===== config.mk =====
export PLATFORM = sky130hd
export DESIGN_NAME = btn_debounce_pulse_flat
export DESIGN_NICKNAME = d
export VERILOG_FILES = /design/src/rtl/btn_debounce_pulse_if.sv /design/src/rtl/btn_debounce_pulse.sv /design/src/flat_wrapper.sv
export SDC_FILE = /design/constraint.sdc
export NUM_CORES = 1
export LEC_CHECK = 0
export BUFFER_PORTS_ARGS = -buffer_cell sky130_fd_sc_hd__buf_4
export CORE_MARGIN = 8
export CORE_UTILIZATION = 35
export CTS_CLUSTER_SIZE = 16
export DETAILED_ROUTE_END_ITERATION = 10
export HOLD_SLACK_MARGIN = 0.06
export SYNTH_ARGS = -nofsm -noshare
export SYNTH_HDL_FRONTEND = slang
export SYNTH_SLANG_ARGS = --single-unit

===== constraint.sdc =====
create_clock -name clk -period 1.6 [get_ports clk]
set_input_delay 0.32 -clock clk [delete_from_list [all_inputs] [get_ports clk]]
set_output_delay 0.32 -clock clk [all_outputs]
set_load 0.02 [all_outputs]

===== src/rtl/btn_debounce_pulse_if.sv =====
// Button conditioning bus: raw button in, debounced level and press/release pulses out.
// The master drives btn_raw; the slave (btn_debounce_pulse) drives the conditioned outputs.
interface btn_debounce_pulse_if;
    logic btn_raw;
    logic btn_level;
    logic t_pulse;
    logic rel_pulse;

    modport master (output btn_raw, input btn_level, input t_pulse, input rel_pulse);
    modport slave  (input btn_raw, output btn_level, output t_pulse, output rel_pulse);
endinterface


===== src/rtl/btn_debounce_pulse.sv =====
// Push-button synchroniser + debouncer producing one-cycle press/release pulses for a counter T input.
// Optional macro AUTO_REPEAT_EN: while held, re-issue t_pulse every REPEAT_CYCLES cycles.
module btn_debounce_pulse #(
    parameter int unsigned STABLE_CYCLES = 4,
    parameter int unsigned REPEAT_CYCLES = 8,
    parameter int unsigned CNT_W         = 4
) (
    input  logic                 clk,
    input  logic                 rst,
    btn_debounce_pulse_if.slave  bus
);

    typedef enum logic [1:0] {
        IDLE   = 2'd0,
        ARM_HI = 2'd1,
        HIGH   = 2'd2,
        ARM_LO = 2'd3
    } state_e;

    localparam logic [CNT_W-1:0] CNT_LAST = CNT_W'(STABLE_CYCLES - 1);
    localparam logic [CNT_W-1:0] CNT_ONE  = CNT_W'(1);

    logic             s1_q;
    logic             s2_q;
    state_e           state_q;
    state_e           state_d;
    logic [CNT_W-1:0] cnt_q;
    logic [CNT_W-1:0] cnt_d;
    logic             level_q;
    logic             level_d;
    logic             t_q;
    logic             t_d;
    logic             rel_q;
    logic             rel_d;

`ifdef AUTO_REPEAT_EN
    localparam logic [CNT_W-1:0] RPT_LAST = CNT_W'(REPEAT_CYCLES - 1);
    logic [CNT_W-1:0] rpt_q;
    logic [CNT_W-1:0] rpt_d;
`endif

    // Two-flop synchroniser for the asynchronous button input
    always_ff @(posedge clk or negedge rst) begin
        if (!rst) begin
            s1_q <= 1'b0;
            s2_q <= 1'b0;
        end else begin
            s1_q <= bus.btn_raw;
            s2_q <= s1_q;
        end
    end

    // Qualification FSM: next state, stability counter and registered pulse requests
    always_comb begin
        state_d = state_q;
        cnt_d   = cnt_q;
        level_d = level_q;
        t_d     = 1'b0;
        rel_d   = 1'b0;
`ifdef AUTO_REPEAT_EN
        rpt_d   = rpt_q;
`endif
        case (state_q)
            IDLE: begin
                if (s2_q) begin
                    state_d = ARM_HI;
                    cnt_d   = '0;
                end else begin
                    state_d = IDLE;
                end
            end
            ARM_HI: begin
                if (!s2_q) begin
                    state_d = IDLE;
                end else if (cnt_q == CNT_LAST) begin
                    state_d = HIGH;
                    level_d = 1'b1;
                    t_d     = 1'b1;
`ifdef AUTO_REPEAT_EN
                    rpt_d   = '0;
`endif
                end else begin
                    cnt_d = cnt_q + CNT_ONE;
                end
            end
            HIGH: begin
`ifdef AUTO_REPEAT_EN
                // Repeat timer runs on every HIGH cycle, including the one that leaves for ARM_LO
                if (rpt_q == RPT_LAST) begin
                    t_d   = 1'b1;
                    rpt_d = '0;
                end else begin
                    rpt_d = rpt_q + CNT_ONE;
                end
`endif
                if (!s2_q) begin
                    state_d = ARM_LO;
                    cnt_d   = '0;
                end else begin
                    state_d = HIGH;
                end
            end
            ARM_LO: begin
                if (s2_q) begin
                    state_d = HIGH;
`ifdef AUTO_REPEAT_EN
                    rpt_d   = '0;
`endif
                end else if (cnt_q == CNT_LAST) begin
                    state_d = IDLE;
                    level_d = 1'b0;
                    rel_d   = 1'b1;
                end else begin
                    cnt_d = cnt_q + CNT_ONE;
                end
            end
            default: begin
                state_d = IDLE;
                cnt_d   = '0;
                level_d = 1'b0;
            end
        endcase
    end

    // FSM state, counters and registered outputs
    always_ff @(posedge clk or negedge rst) begin
        if (!rst) begin
            state_q <= IDLE;
            cnt_q   <= '0;
            level_q <= 1'b0;
            t_q     <= 1'b0;
            rel_q   <= 1'b0;
`ifdef AUTO_REPEAT_EN
            rpt_q   <= '0;
`endif
        end else begin
            state_q <= state_d;
            cnt_q   <= cnt_d;
            level_q <= level_d;
            t_q     <= t_d;
            rel_q   <= rel_d;
`ifdef AUTO_REPEAT_EN
            rpt_q   <= rpt_d;
`endif
        end
    end

    assign bus.btn_level = level_q;
    assign bus.t_pulse   = t_q;
    assign bus.rel_pulse = rel_q;

endmodule


===== src/flat_wrapper.sv =====
// flat-port wrapper written by rule: the top's interface ports become plain ports
module btn_debounce_pulse_flat 
#(
    parameter int unsigned STABLE_CYCLES = 4,
    parameter int unsigned REPEAT_CYCLES = 8,
    parameter int unsigned CNT_W         = 4
)
  (clk, rst, bus_btn_raw, bus_btn_level, bus_t_pulse, bus_rel_pulse);
  btn_debounce_pulse_if bus_i ();
  input  logic clk;
  input  logic rst;
  input wire logic [$bits(bus_i.btn_raw)-1:0] bus_btn_raw;
  output wire logic [$bits(bus_i.btn_level)-1:0] bus_btn_level;
  output wire logic [$bits(bus_i.t_pulse)-1:0] bus_t_pulse;
  output wire logic [$bits(bus_i.rel_pulse)-1:0] bus_rel_pulse;
  assign bus_i.btn_raw = bus_btn_raw;
  assign bus_btn_level = bus_i.btn_level;
  assign bus_t_pulse = bus_i.t_pulse;
  assign bus_rel_pulse = bus_i.rel_pulse;
  btn_debounce_pulse #(.STABLE_CYCLES(STABLE_CYCLES), .REPEAT_CYCLES(REPEAT_CYCLES), .CNT_W(CNT_W)) u_core (.clk(clk), .rst(rst), .bus(bus_i));
endmodule

==> impl_metrics.env <==
export IMPL_synth_xor_area_share=0.0186
export IMPL_fin_util=0.453
export IMPL_grt_pass1_wl_um=1560
export IMPL_wire_per_inst_um=12.2
export IMPL_cts_htree_levels=1
export IMPL_synth_avg_cell_area_um2=11.0
export IMPL_drive_gt1_frac=0.236
export IMPL_wl_met1_um=391
export IMPL_synth_simple_area_share=0.297
export IMPL_die_h_um=52.7
export IMPL_min_delay_start="bus_btn_raw"
export IMPL_synth_seq_cells=11
export IMPL_routed_top_layer="met4"
export IMPL_peakVddDrop_mv=0.663
export IMPL_rows=13
export IMPL_vias_per_cell=4.90
export IMPL_root_buffer="clkbuf_4"
export IMPL_antenna_left=0
export IMPL_fmax_ghz=0.678
export IMPL_tightest_slew_ps=433
export IMPL_vias=343
export IMPL_synth_top_family_by_area="simple AND/OR/NAND/NOR gates"
export IMPL_setup_viol=0
export IMPL_pin_count=6
export IMPL_clk_path_buf_depth=2
export IMPL_timing_max_cap_violations=0
export IMPL_gp_congestion=0.724
export IMPL_endpoint_kind="register"
export IMPL_switchingPower_uw=252
export IMPL_dieArea_mm2=0.00278
export IMPL_antenna_found_initial=0
export IMPL_internal_power_uw=527
export IMPL_r2r_start="u_core.cnt_q[0]$_DFFE_PN0P_"
export IMPL_fin_setup_tns_ps=0
export IMPL_slew_viol_final=0
export IMPL_required_ps=1800
export IMPL_total_power_uw=779
export IMPL_wl_met3_um=71
export IMPL_p_clk_frac=0.234
export IMPL_skew_ps=3.50
export IMPL_grt_max_degree=12
export IMPL_clkTransAtPathRegs_ps=70
export IMPL_synthMuxAreaShare=0
export IMPL_synth_nets=47
export IMPL_period_share=0.922
export IMPL_p_seq_frac=0.513
export IMPL_hold_viol_final=0
export IMPL_drtPass1Iterations=2
export IMPL_wirelength_um=853
export IMPL_layout_min_cycle_time_ps=1480
export IMPL_synthAdderAreaFrac=0.0265
export IMPL_outcome="finished clean"
export IMPL_grt_setup_unrepaired="false"
export IMPL_routed_wl_met2_um=380
export IMPL_core_area_mm2=0.00128
export IMPL_synth_compound_area_frac=0.0663
export IMPL_grt_pass1_vias=331
export IMPL_maxSlewHeadroom=0.709
export IMPL_die_w_um=52.7
export IMPL_ys_types=17
export IMPL_hpwl_um=609
export IMPL_first_iter_violations=1
export IMPL_fin_area_um2=582
export IMPL_cts_sinks=11
export IMPL_synthCells=43
export IMPL_hold_slack_ps=159
export IMPL_yosysSeqAreaShare=0.584
export IMPL_postCtsSetupBuffers=0
export IMPL_route_detailed_drc=0
export IMPL_fin_nets=60
export IMPL_power_frac_comb=0.253
export IMPL_startpoint_type="register"
export IMPL_initial_core_util=0.367
export IMPL_hold_class="primary input to register"
export IMPL_grt_overflow=0
export IMPL_post_dp_cell_area_um2=543
export IMPL_yosysWarnings=0
export IMPL_area_growth_pct=23.3
export IMPL_synth_area_um2=472
export IMPL_clkLatencyLatePin_ps=260
export IMPL_cts_tree="built"
export IMPL_io_buffers=5
export IMPL_arrival_ps=1680
export IMPL_p_leak_nw=0.267
export IMPL_cp_startpoint="u_core.cnt_q[0]$_DFFE_PN0P_"
export IMPL_swShare=0.324
export IMPL_grt_usage=0.0789
export IMPL_diodes=0
export IMPL_worst_path_max_fanout=5
export IMPL_path_class="register to register"
export IMPL_powerDensity_mw_per_mm2=1340
export IMPL_cts_buffers=3
## per-layer routing
layer | vias to the layer above | global-route usage
met3 | 2 | 0.0540
met4 | 0 | 0.0388
li1 | 179 | -
met5 | - | 0
met1 | 154 | 0.0885
met2 | 8 | 0.111
## cells by family after synthesis
group / count (synthesis)
AO/OA/AOI/OAI: 5
XOR/XNOR: 1
adder cells (fa/ha/maj): 1
buffers and inverters: 1
flip-flops: 11
AND/OR/NAND/NOR: 24
## power groups by stage
stage               combinational, mW  sequential, mW  clock (mW)
floorplan                       0.118           0.397           0
global placement                0.189           0.402           0
detailed placement              0.194           0.405           0
CTS                             0.200           0.401       0.192
global route                    0.229           0.413       0.213
finish                          0.197           0.400       0.182
## path summary, 6_finish.rpt
check / to / slack, ps / cells after the start
setup / recovery: u_core.cnt_q[0]$_DFFE_PN0P_ / 120 / 4
hold / removal: u_core.s1_q$_DFF_PN0_ / 160 / 1
setup reg to reg: u_core.cnt_q[0]$_DFFE_PN0P_ / 120 / 4
hold reg to reg: u_core.s2_q$_DFF_PN0_ / 350 / 0
max in group asynchronous: u_core.bus.t_pulse$_DFF_PN0_ / 1040 / 2
min in group asynchronous: u_core.bus.btn_level$_DFFE_PN0P_ / 420 / 2
## sequential cells by signal (all words and copies together) (netlist names), named ones only
name,flops
u_core.s1_q,1
u_core.cnt_q,4
u_core.s2_q,1
u_core.state_q,1
u_core.bus.btn_level,1
u_core.bus.rel_pulse,1
u_core.bus.t_pulse,1
## layout make-up
cell class	instances	area, um2
Tap cell	15	18.8
Inverter	1	3.75
Sequential cell	11	275
Multi-Input combinational cell	31	195
Fill cell	129	703
Timing Repair Buffer	8	62.6
Clock buffer	4	26.3
## per-stage QoR
| step | std cells | worst slack [ps] |
|---|---|---|
| floorplan | 43 | 167 |
| global route | 70 | 18.8 |
| finish | 70 | 124 |
| CTS | 70 | 67.9 |
| global placement | 65 | 126 |
| detailed placement | 65 | 83.6 |
## synthesized netlist by cell type
| cell | count | area (um2) |
|---|---|---|
| xnor2_1 | 1 | 8.76 |
| nand3_1 | 7 | 35.0 |
| nand4bb_1 | 1 | 11.3 |
| o21ai_0 | 1 | 5.00 |
| nor2_1 | 2 | 7.51 |
| inv_1 | 1 | 3.75 |
| nand2_1 | 7 | 26.3 |
| nor3b_1 | 2 | 15.0 |
| nor4bb_1 | 1 | 10.0 |
| dfrtp_1 | 11 | 275 |
| or4b_1 | 2 | 20.0 |
| a21oi_1 | 2 | 10.0 |
| nand3b_1 | 1 | 7.51 |
| or3_2 | 1 | 7.51 |
| a22o_2 | 1 | 10.0 |
| ha_1 | 1 | 12.5 |
| o22ai_1 | 1 | 6.26 |
## critical path, stage by stage (launching register included)
cell and delay, ps:
dfrtp_1 420, ha_2 230, nor3b_1 170, or4b_1 510
nand3_1 90
## timing repair
item / 4_1_cts / 5_1_grt
hold buffers: 1 / 0
hold endpoints to repair: 11 / 0
setup endpoints to repair: 0 / 1
gates resized for setup: 0 / 1
## placed cells by master (no fill, tap or decap)
master and count:
dlygate4sd3_1 1, dfrtp_1 11, nor3b_1 2, or4b_1 2, nand3_1 7, nand2_1 7
a21oi_1 2, o21ai_0 1, inv_1 1, clkbuf_4 3, a22o_2 1, clkbuf_1 1
nand4bb_1 1, nor2_1 2, buf_4 7, ha_2 1, o22ai_1 1, xnor2_1 1
nor4bb_1 1, nand3b_1 1, or3_2 1
No activity file was read; power rests on OpenSTA's default activity.
